**src/rtl/uart_rx.sv**
```systemverilog
// uart_rx: 8N1 serial receiver with a running byte checksum and an idle-done flag.
// The line is synchronized through two flops, then an FSM times each bit from
// the start-bit edge and samples near the middle of every bit period.
module uart_rx #(
    parameter int cycles_per_bit = 3,
    parameter int idle_bits      = 16
) (
    input  logic        clk,
    input  logic        rst,
    input  logic        i_serial,
    output logic [7:0]  o_data,
    output logic        o_valid,
    output logic        o_frame_err,
    output logic        o_done,
    output logic [31:0] o_sum
);

    localparam int CW       = $clog2(cycles_per_bit + 1);
    localparam int IDLE_TGT = idle_bits * cycles_per_bit;
    localparam int IW       = $clog2(IDLE_TGT + 1);

    localparam logic [CW-1:0] CPB      = CW'(cycles_per_bit);
    localparam logic [CW-1:0] HALF     = CW'(cycles_per_bit / 2);
    localparam logic [CW-1:0] CNT_LAST = CW'(1);
    localparam logic [IW-1:0] IDLE_MAX = IW'(IDLE_TGT);

    typedef enum logic [2:0] {
        S_IDLE,
        S_START,
        S_DATA,
        S_STOP,
        S_BREAK
    } state_t;

    state_t          state;
    logic            sync1;
    logic            sync2;
    logic [CW-1:0]   bit_cnt;
    logic [2:0]      bit_idx;
    logic [7:0]      shift;
    logic            byte_seen;
    logic [IW-1:0]   idle_cnt;

    // Idle counter saturates so o_done stays high for arbitrarily long quiet periods.
    function automatic logic [IW-1:0] sat_inc(input logic [IW-1:0] v);
        return (v >= IDLE_MAX) ? IDLE_MAX : v + 1'b1;
    endfunction

    // Checksum wraps modulo 2^32; the byte is zero-extended.
    function automatic logic [31:0] sum_add(input logic [31:0] s, input logic [7:0] b);
        return s + {24'd0, b};
    endfunction

    // Two-flop synchronizer; resets to the idle-high line level.
    always_ff @(posedge clk or posedge rst) begin
        if (rst) begin
            sync1 <= 1'b1;
            sync2 <= 1'b1;
        end else begin
            sync1 <= i_serial;
            sync2 <= sync1;
        end
    end

    // Receive FSM: bit timing, sampling, and the registered result strobes.
    always_ff @(posedge clk or posedge rst) begin
        if (rst) begin
            state       <= S_IDLE;
            bit_cnt     <= '0;
            bit_idx     <= '0;
            shift       <= '0;
            o_data      <= '0;
            o_valid     <= 1'b0;
            o_frame_err <= 1'b0;
            o_sum       <= '0;
            byte_seen   <= 1'b0;
        end else begin
            o_valid     <= 1'b0;
            o_frame_err <= 1'b0;
            case (state)
                S_IDLE: begin
                    if (!sync2) begin
                        state   <= S_START;
                        bit_cnt <= HALF;
                    end
                end
                S_START: begin
                    if (bit_cnt == CNT_LAST) begin
                        // A start bit that is no longer low at mid-bit was a glitch.
                        if (!sync2) begin
                            state   <= S_DATA;
                            bit_cnt <= CPB;
                            bit_idx <= '0;
                        end else begin
                            state <= S_IDLE;
                        end
                    end else begin
                        bit_cnt <= bit_cnt - 1'b1;
                    end
                end
                S_DATA: begin
                    if (bit_cnt == CNT_LAST) begin
                        shift   <= {sync2, shift[7:1]};
                        bit_cnt <= CPB;
                        if (bit_idx == 3'd7) begin
                            state <= S_STOP;
                        end else begin
                            bit_idx <= bit_idx + 1'b1;
                        end
                    end else begin
                        bit_cnt <= bit_cnt - 1'b1;
                    end
                end
                S_STOP: begin
                    if (bit_cnt == CNT_LAST) begin
                        if (sync2) begin
                            o_data    <= shift;
                            o_valid   <= 1'b1;
                            o_sum     <= sum_add(o_sum, shift);
                            byte_seen <= 1'b1;
                            state     <= S_IDLE;
                        end else begin
                            o_frame_err <= 1'b1;
                            state       <= S_BREAK;
                        end
                    end else begin
                        bit_cnt <= bit_cnt - 1'b1;
                    end
                end
                S_BREAK: begin
                    // A held-low line must return high before a new start is armed.
                    if (sync2) begin
                        state <= S_IDLE;
                    end
                end
                default: state <= S_IDLE;
            endcase
        end
    end

    // Quiet-line detector: counts idle-high cycles once any byte has been accepted.
    always_ff @(posedge clk or posedge rst) begin
        if (rst) begin
            idle_cnt <= '0;
            o_done   <= 1'b0;
        end else if (state == S_IDLE && sync2 && byte_seen) begin
            idle_cnt <= sat_inc(idle_cnt);
            o_done   <= (idle_cnt >= IDLE_MAX - 1'b1);
        end else begin
            idle_cnt <= '0;
            o_done   <= 1'b0;
        end
    end

endmodule

```
**config.mk**
```make
export PLATFORM = sky130hd
export DESIGN_NAME = uart_rx
export DESIGN_NICKNAME = d
export VERILOG_FILES = /design/src/rtl/uart_rx.sv
export SDC_FILE = /design/constraint.sdc
export NUM_CORES = 1
export LEC_CHECK = 0
export ABC_CLOCK_PERIOD_IN_PS = 3200
export BUFFER_PORTS_ARGS = -buffer_cell sky130_fd_sc_hd__buf_2
export CORE_MARGIN = 2
export CORE_UTILIZATION = 39
export CTS_BUF_LIST = sky130_fd_sc_hd__clkbuf_16
export DETAILED_ROUTE_END_ITERATION = 8
export PLACE_DENSITY = 0.57
export SETUP_SLACK_MARGIN = 0.4
export SLEW_MARGIN = 20
export SYNTH_ARGS = -nofsm -noshare
export SYNTH_HDL_FRONTEND = slang
export SYNTH_SLANG_ARGS = --single-unit
```
**constraint.sdc**
```tcl
create_clock -name clk -period 3.2 [get_ports clk]
set_clock_uncertainty 0.15 [all_clocks]
set_input_delay 0.16 -clock clk [delete_from_list [all_inputs] [get_ports clk]]
set_output_delay 0.16 -clock clk [all_outputs]
set_load 0.01 [all_outputs]
```
==> results of run 1 <==
==> metal layers <==
metal  up-vias  part of all wire [%]  global-route usage (%)
met2        39                    45                    22.9
met5         -                     0                       0
met3         7                   3.8                    4.66
met1      1126                    50                    20.8
li1       1144                     -                       -
met4         0                   1.4                    6.52
==> worst max-delay path by stage <==
stage          depth (start not counted)     start   endpoint  slack (ns)
2_1_floorplan                          7  o_sum[0]  o_sum[12]        0.76
3_3_place_gp                           8  o_sum[0]  o_sum[28]        0.63
3_5_place_dp                           8  shift[0]  o_sum[28]        0.60
4_1_cts                                8  shift[0]  o_sum[24]        0.58
5_1_grt                                8  o_sum[0]  o_sum[30]        0.47
6_report                               8  shift[0]  o_sum[24]        0.60
==> power groups by stage <==
stage	combinational, uW	sequential (uW)	clock, uW
floorplan	697	1190	0
global placement	881	1230	0
detailed placement	894	1230	0
CTS	906	1220	1310
global route	1020	1250	1360
finish	893	1210	1290
==> cells in the final DEF, fill, tap and decap left out, types with 2 or more instances in the layout <==
master          n
a21oi_1         8
and3_1          6
o21ai_0        15
a21o_1          5
dfstp_2         2
a31oi_1         4
mux2_2          8
dlygate4sd3_1   2
nand4_1         8
a211oi_1        2
ha_1           14
xnor2_1        21
buf_4           2
xor2_1         11
clkbuf_16       9
dfrtp_1        66
mux2i_1         2
nand2_1        55
nand2b_1        3
buf_2          45
nor2_1         22
bufinv_16       5
nand3_1        12
inv_1          10
nor3_2          3
==> registers in the layout, summed over array words and instances, names as in the netlist <==
name         count
sync2            1
state            3
o_sum           32
byte_seen        1
o_data           8
sync1            1
idle_cnt         6
o_valid          1
o_done           1
bit_cnt          2
o_frame_err      1
bit_idx          3
shift            8
==> stage by stage <==
stage / total power (uW) / setup slack [ns] / instances / hold slack, ns / cell area, um2
floorplan: 1890 / 0.764 / 305 / 0.0145 / 3230
global placement: 2110 / 0.630 / 449 / 0.118 / 3570
detailed placement: 2130 / 0.604 / 449 / 0.123 / 3570
CTS: 3440 / 0.584 / 467 / 0.204 / 3970
global route: 3630 / 0.471 / 467 / 0.207 / 3970
finish: 3390 / 0.600 / 467 / 0.201 / 3970
==> area by class of cell <==
cell class                      instances  area [um2]
Sequential cell                        68        1700
Inverter                               11        41.3
Tap cell                              105         131
Clock buffer                            9         225
Multi-Input combinational cell        218        1450
Fill cell                             758        4160
Clock inverter                          7         163
Timing Repair Buffer                   49         260
==> critical path: stages (launching register included) <==
cell      delay [ns]
dfrtp_1         0.40
ha_1            0.22
fa_1            0.44
a211oi_1        0.26
o21bai_1        0.13
o41a_1          0.50
nand3_4         0.19
nor2_1          0.06
xor2_1          0.14
==> cell families after synthesis <==
family	after synthesis	synth area share [%]
fa+ha+maj	15	6.04
compound gates	40	7.51
simple gates	121	19.2
flops	68	52.7
buf+inv	19	2.48
mux	10	3.41
xor+xnor	32	8.67
==> key figures, run 1 <==
Synth
  • Cell variety after synth: 43
  • Top-count cell post-synth: dfrtp_1
  • Sequential element share of the synthesized area: 52.7%
  • Async SR Flop Fraction: 100%
  • Synth area leaders: dfrtp_1 (51%), nand2_1 (6.4%), xnor2_1 (5.7%), ha_1 (5.4%), xor2_1 (3.0%)
  • Commonest cells in the netlist: dfrtp_1 (66), nand2_1 (55), nor2_1 (22)
  • Number of synthesized flops with an enable pin: 0
  • Most used DFF post-synth: dfrtp_1
  • Mapped Nets: 323
  • Syn Area/Cell: 10.6 um2
  • Seq cells post-synth: 68
  • Most area-hungry cell type in the Yosys netlist: dfrtp_1
  • Yosys top cell area share: 51.1%
  • Syn Std Cell Area: 0.00323 mm2
  • Post-synthesis cell count: 305
  • Yosys warns: 0

Flow run
  • Max-cap viol count: 0

Power
  • Clock power share: 38.0%
  • Pwr dens: 854 mW/mm2
  • LEAKAGE: 0.00205 uW
  • Power Internal: 2330 uW
  • Sequential share of power: 35.7%
  • Maximum VDD drop: 0.000312 V
  • Combinational share of power: 26.3%
  • P_sw: 1060 uW
  • Switching Share: 31.2%

Layout
  • Final Util: 48.9%
  • Synth-to-Final Area Change: 22.9%
  • Layout cells sized above 1: 22.1%
  • # diodes: 0
  • Nets: 375

Route
  • Total iterations of the first detailed-routing run: 4
  • # DRC: 0
  • DRT Wirelength: 6.24 mm
  • Vias per cell: 4.96
  • Vias: 2316
  • DR WL/cell: 13.4 um
  • Iteration-0 DRC Markers: 53
  • ANT nets after route: 0

Clock network
  • CTS tree: yes
  • CTS resizes: 0
  • CTS Buf Count: 9
  • CTS root buf: clkbuf_16
  • Hold bufs inserted after CTS: 2
  • Worst skew pair latency: 0.33 ns
  • CTS Sinks: 68
  • Setup bufs post-CTS: 0
  • Clock Path Buffers: 2
  • H-Tree Depth: 3
  • Clock slew at reported path FFs: 0.06 ns

Timing
  • RSZ-0062 raised after global routing: no
  • Max Slew Vio Count: 0
  • Minimum clock period: 2.60 ns
  • Final Setup Violations: 0
  • Peak Freq: 385 MHz
  • Worst slew pin tran: 0.838 ns
  • Hold Vio Cnt, Final: 0
  • Fin crit share: 81.3%
  • Setup_tns: 0 ns
  • Relative slew margins: 44.1%

Worst hold path
  • Worst Hold Endpoint: sync2
  • Min-delay worst type: flop to flop
  • Worst hold start: sync1
  • Hold Path Cell Cnt: 0

Setup path
  • Critical Path Start Type: flop
  • Crit Path Class: flop to flop
  • Reg-to-reg critical path startpoint: shift[0]
  • CP Data Required Time: 3.26 ns
  • Critical path endpoint category: flop
  • Reg-to-reg setup timing slack: 0.60 ns
  • Cells on worst reg2reg path: 8
  • CP arrival: 2.66 ns
  • Worst Path Max Fanout: 8
  • Reg-to-Reg End: o_sum[24]

Placement
  • DPL Wire Length: 4.23 mm
  • Port Buf Inserts: 45
  • Routability cong.: 0.742

Global route
  • Total track usage: 15.4%
  • Vias in the first global route: 2205
  • GRT overflow: 0
  • Largest net degree at the start of global routing: 69
  • Initial antenna violation count: 0
  • First-pass GRT wire length: 10.5 mm

Floorplan
  • CORE AREA: 0.00813 mm2
  • Die W: 95.1 um
  • Io pins: 46
  • Starting Density: 39.7%
  • Rows: 33
  • Die Span Y: 95.1 um
  • Total die area: 0.00903 mm2

Outcome
  • Status: complete, no violations
Power figures use the tool's default switching activity.
==> inputs of run 2 (changes only) <==
Settings changed: ABC_CLOCK_PERIOD_IN_PS 3200 to 2600.
Clock period 3.2 ns to 2.6 ns, I/O delays scaled along.
==> run 2 against run 1 <==
Compared with the run above: core utilization up 1.8 points; cell count up 2.8%; global-route usage up 1.4 points; non-clock buffer count up 12; combinational power up 48%; worst hold slack worse by 0.00080 ns; clock-buffer cell count unchanged; design area up 3.7%; critical endpoint is now o_sum[12]; sequential power up 25%.
==> key figures, run 2 (synthesis results as in run 1) <==
Clock network
  • H-Tree Depth: 3
  • CTS root buf: clkbuf_16
  • Clock slew at reported path FFs: 0.06 ns
  • CTS Sinks: 68
  • Clock Path Buffers: 2
  • CTS Buf Count: 9
  • CTS tree: yes
  • Worst skew pair latency: 0.33 ns

Power
  • P_sw: 1430 uW
  • Pwr dens: 1000 mW/mm2
  • Combinational share of power: 32.0%
  • Switching Share: 34.7%
  • Clock power share: 31.4%
  • Sequential share of power: 36.6%
  • LEAKAGE: 0.00209 uW
  • Power Internal: 2700 uW
  • Maximum VDD drop: 0.000374 V

Timing
  • RSZ-0062 raised after global routing: yes
  • Setup_tns: 0 ns
  • Hold Vio Cnt, Final: 0
  • Minimum clock period: 2.46 ns
  • Max Slew Vio Count: 0
  • Worst slew pin tran: 0.440 ns
  • Peak Freq: 407 MHz
  • Relative slew margins: 70.6%
  • Fin crit share: 94.5%
  • Final Setup Violations: 0

Global route
  • GRT overflow: 0
  • Most used routing layer in global routing: met2
  • Total track usage: 16.8%
  • Largest net degree at the start of global routing: 28
  • Met3 Use GR: 4.11%
  • GR Util met2: 25.0%
  • First-pass GRT wire length: 11.5 mm
  • Grt met1 use: 22.8%
  • Vias in the first global route: 2344
  • Initial antenna violation count: 0

Layout
  • # diodes: 0
  • Nets: 388
  • Layout cells sized above 1: 29.6%
  • Most flops, register: o_sum
  • Most frequent cells in the layout: dfrtp_1 (66), nand2_1 (53), buf_2 (45)
  • Max reg flops: 32
  • Fin cells: 480
  • Synth-to-Final Area Change: 27.5%
  • Final instance area: 0.00412 mm2
  • Largest regs: o_sum: 32 flops, o_data: 8 flops, shift: 8 flops
  • Most common cell after layout, fill and taps aside: dfrtp_1
  • # fillers: 755
  • Final Util: 50.7%

Floorplan
  • Total die area: 0.00903 mm2
  • Die Span Y: 95.1 um
  • Io pins: 46
  • Starting Density: 39.7%
  • Die W: 95.1 um
  • Rows: 33
  • CORE AREA: 0.00813 mm2

Setup path
  • Critical-path top delay cell: o41a_1
  • Worst Path Max Fanout: 6
  • Critical Path Start Type: flop
  • Crit Path Class: flop to flop
  • CP Data Required Time: 2.67 ns
  • Slowest stage delay, CP: 0.52 ns
  • CP arrival: 2.53 ns
  • Critical-path cell list: ha_4 -> fa_2 -> a211oi_2 -> o21bai_1 -> o41a_1 -> and3_1 -> xor2_1
  • Critical path endpoint category: flop

Flow run
  • Max-cap viol count: 0

Placement
  • DPL Wire Length: 4.45 mm
  • Post-DP Area: 0.00361 mm2
  • Routability cong.: 0.756
  • Placed insts: 453
  • Port Buf Inserts: 45

Route
  • Total iterations of the first detailed-routing run: 4
  • # DRC: 0
  • ANT nets after route: 0
  • Iteration-0 DRC Markers: 119
  • Vias: 2435
  • Vias per cell: 5.07
  • DR WL/cell: 14.4 um
  • DRT Wirelength: 6.89 mm

Worst hold path
  • Min-delay worst type: input pin to asynchronous set/reset pin

Outcome
  • Status: complete, no violations
==> run 2: cell count changes in the layout (fill, tap and decap cells not counted), sizes merged <==
cell      before  now
a221o          1    2
buf           47   59
bufinv         5    2
clkinvlp       0    2
inv           11   12
==> run 2: layout make-up <==
cell class / instances / area [um2] / share of cell area (%)
clock inverter: 7 / 92.6 / 2.25
tap: 105 / 131 / 3.19
timing repair buffer: 61 / 354 / 8.59
clock buffer: 9 / 225 / 5.46
sequential: 68 / 1700 / 41.3
multi-input combinational: 219 / 1570 / 38.2
inverter: 11 / 41.3 / 1.00
==> run 2: layer usage <==
layer	up-vias	wire length [um]
li1	1189	-
met1	1186	3320
met2	46	3130
met3	14	263
met4	0	169
met5	-	0
==> run 2: critical path: cells and delay by family, from the launching register on <==
family / cells / cell delay [ns]
compound gates: 3 / 0.83
xor+xnor: 1 / 0.13
fa+ha+maj: 2 / 0.56
flops: 1 / 0.41
simple gates: 1 / 0.25
==> run 2: stage by stage <==
stage	total power, uW	setup slack (ns)	hold slack [ns]
after floorplan	2330	0.233	-0.0155
after global placement	2610	0.124	0.0172
after detailed placement	2640	0.0770	0.0158
after CTS	4060	0.153	0.209
after global routing	4410	0.0599	0.211
final	4130	0.143	0.200
==> run 2: path summary, 6_finish.rpt <==
| path | from | to | slack [ns] | cells after the start |
|---|---|---|---|---|
| worst max-delay path | o_sum[0] | o_sum[12] | 0.14 | 7 |
| worst min-delay path | rst | shift[4] | 0.20 | 3 |
| worst max register to register | o_sum[0] | o_sum[12] | 0.14 | 7 |
| worst min register to register | sync1 | sync2 | 0.21 | 0 |
| max in group asynchronous | rst | sync2 | 1.35 | 4 |
| min in group clk | sync1 | sync2 | 0.21 | 0 |
==> run 2: power by group through the flow <==
stage / combinational [uW] / sequential, uW / clock (uW)
after floorplan: 862 / 1470 / 0
after global placement: 1100 / 1510 / 0
after detailed placement: 1130 / 1510 / 0
after CTS: 1240 / 1500 / 1320
after global routing: 1490 / 1550 / 1380
final: 1320 / 1510 / 1300
==> run 2: timing repair <==
action,in CTS,in global routing
hold endpoints to repair,19,0
gates resized for setup,6,13
setup endpoints to repair,24,24
buffers inserted,4,4
cloned,1,0
pin swaps,7,10
hold buffers,2,0
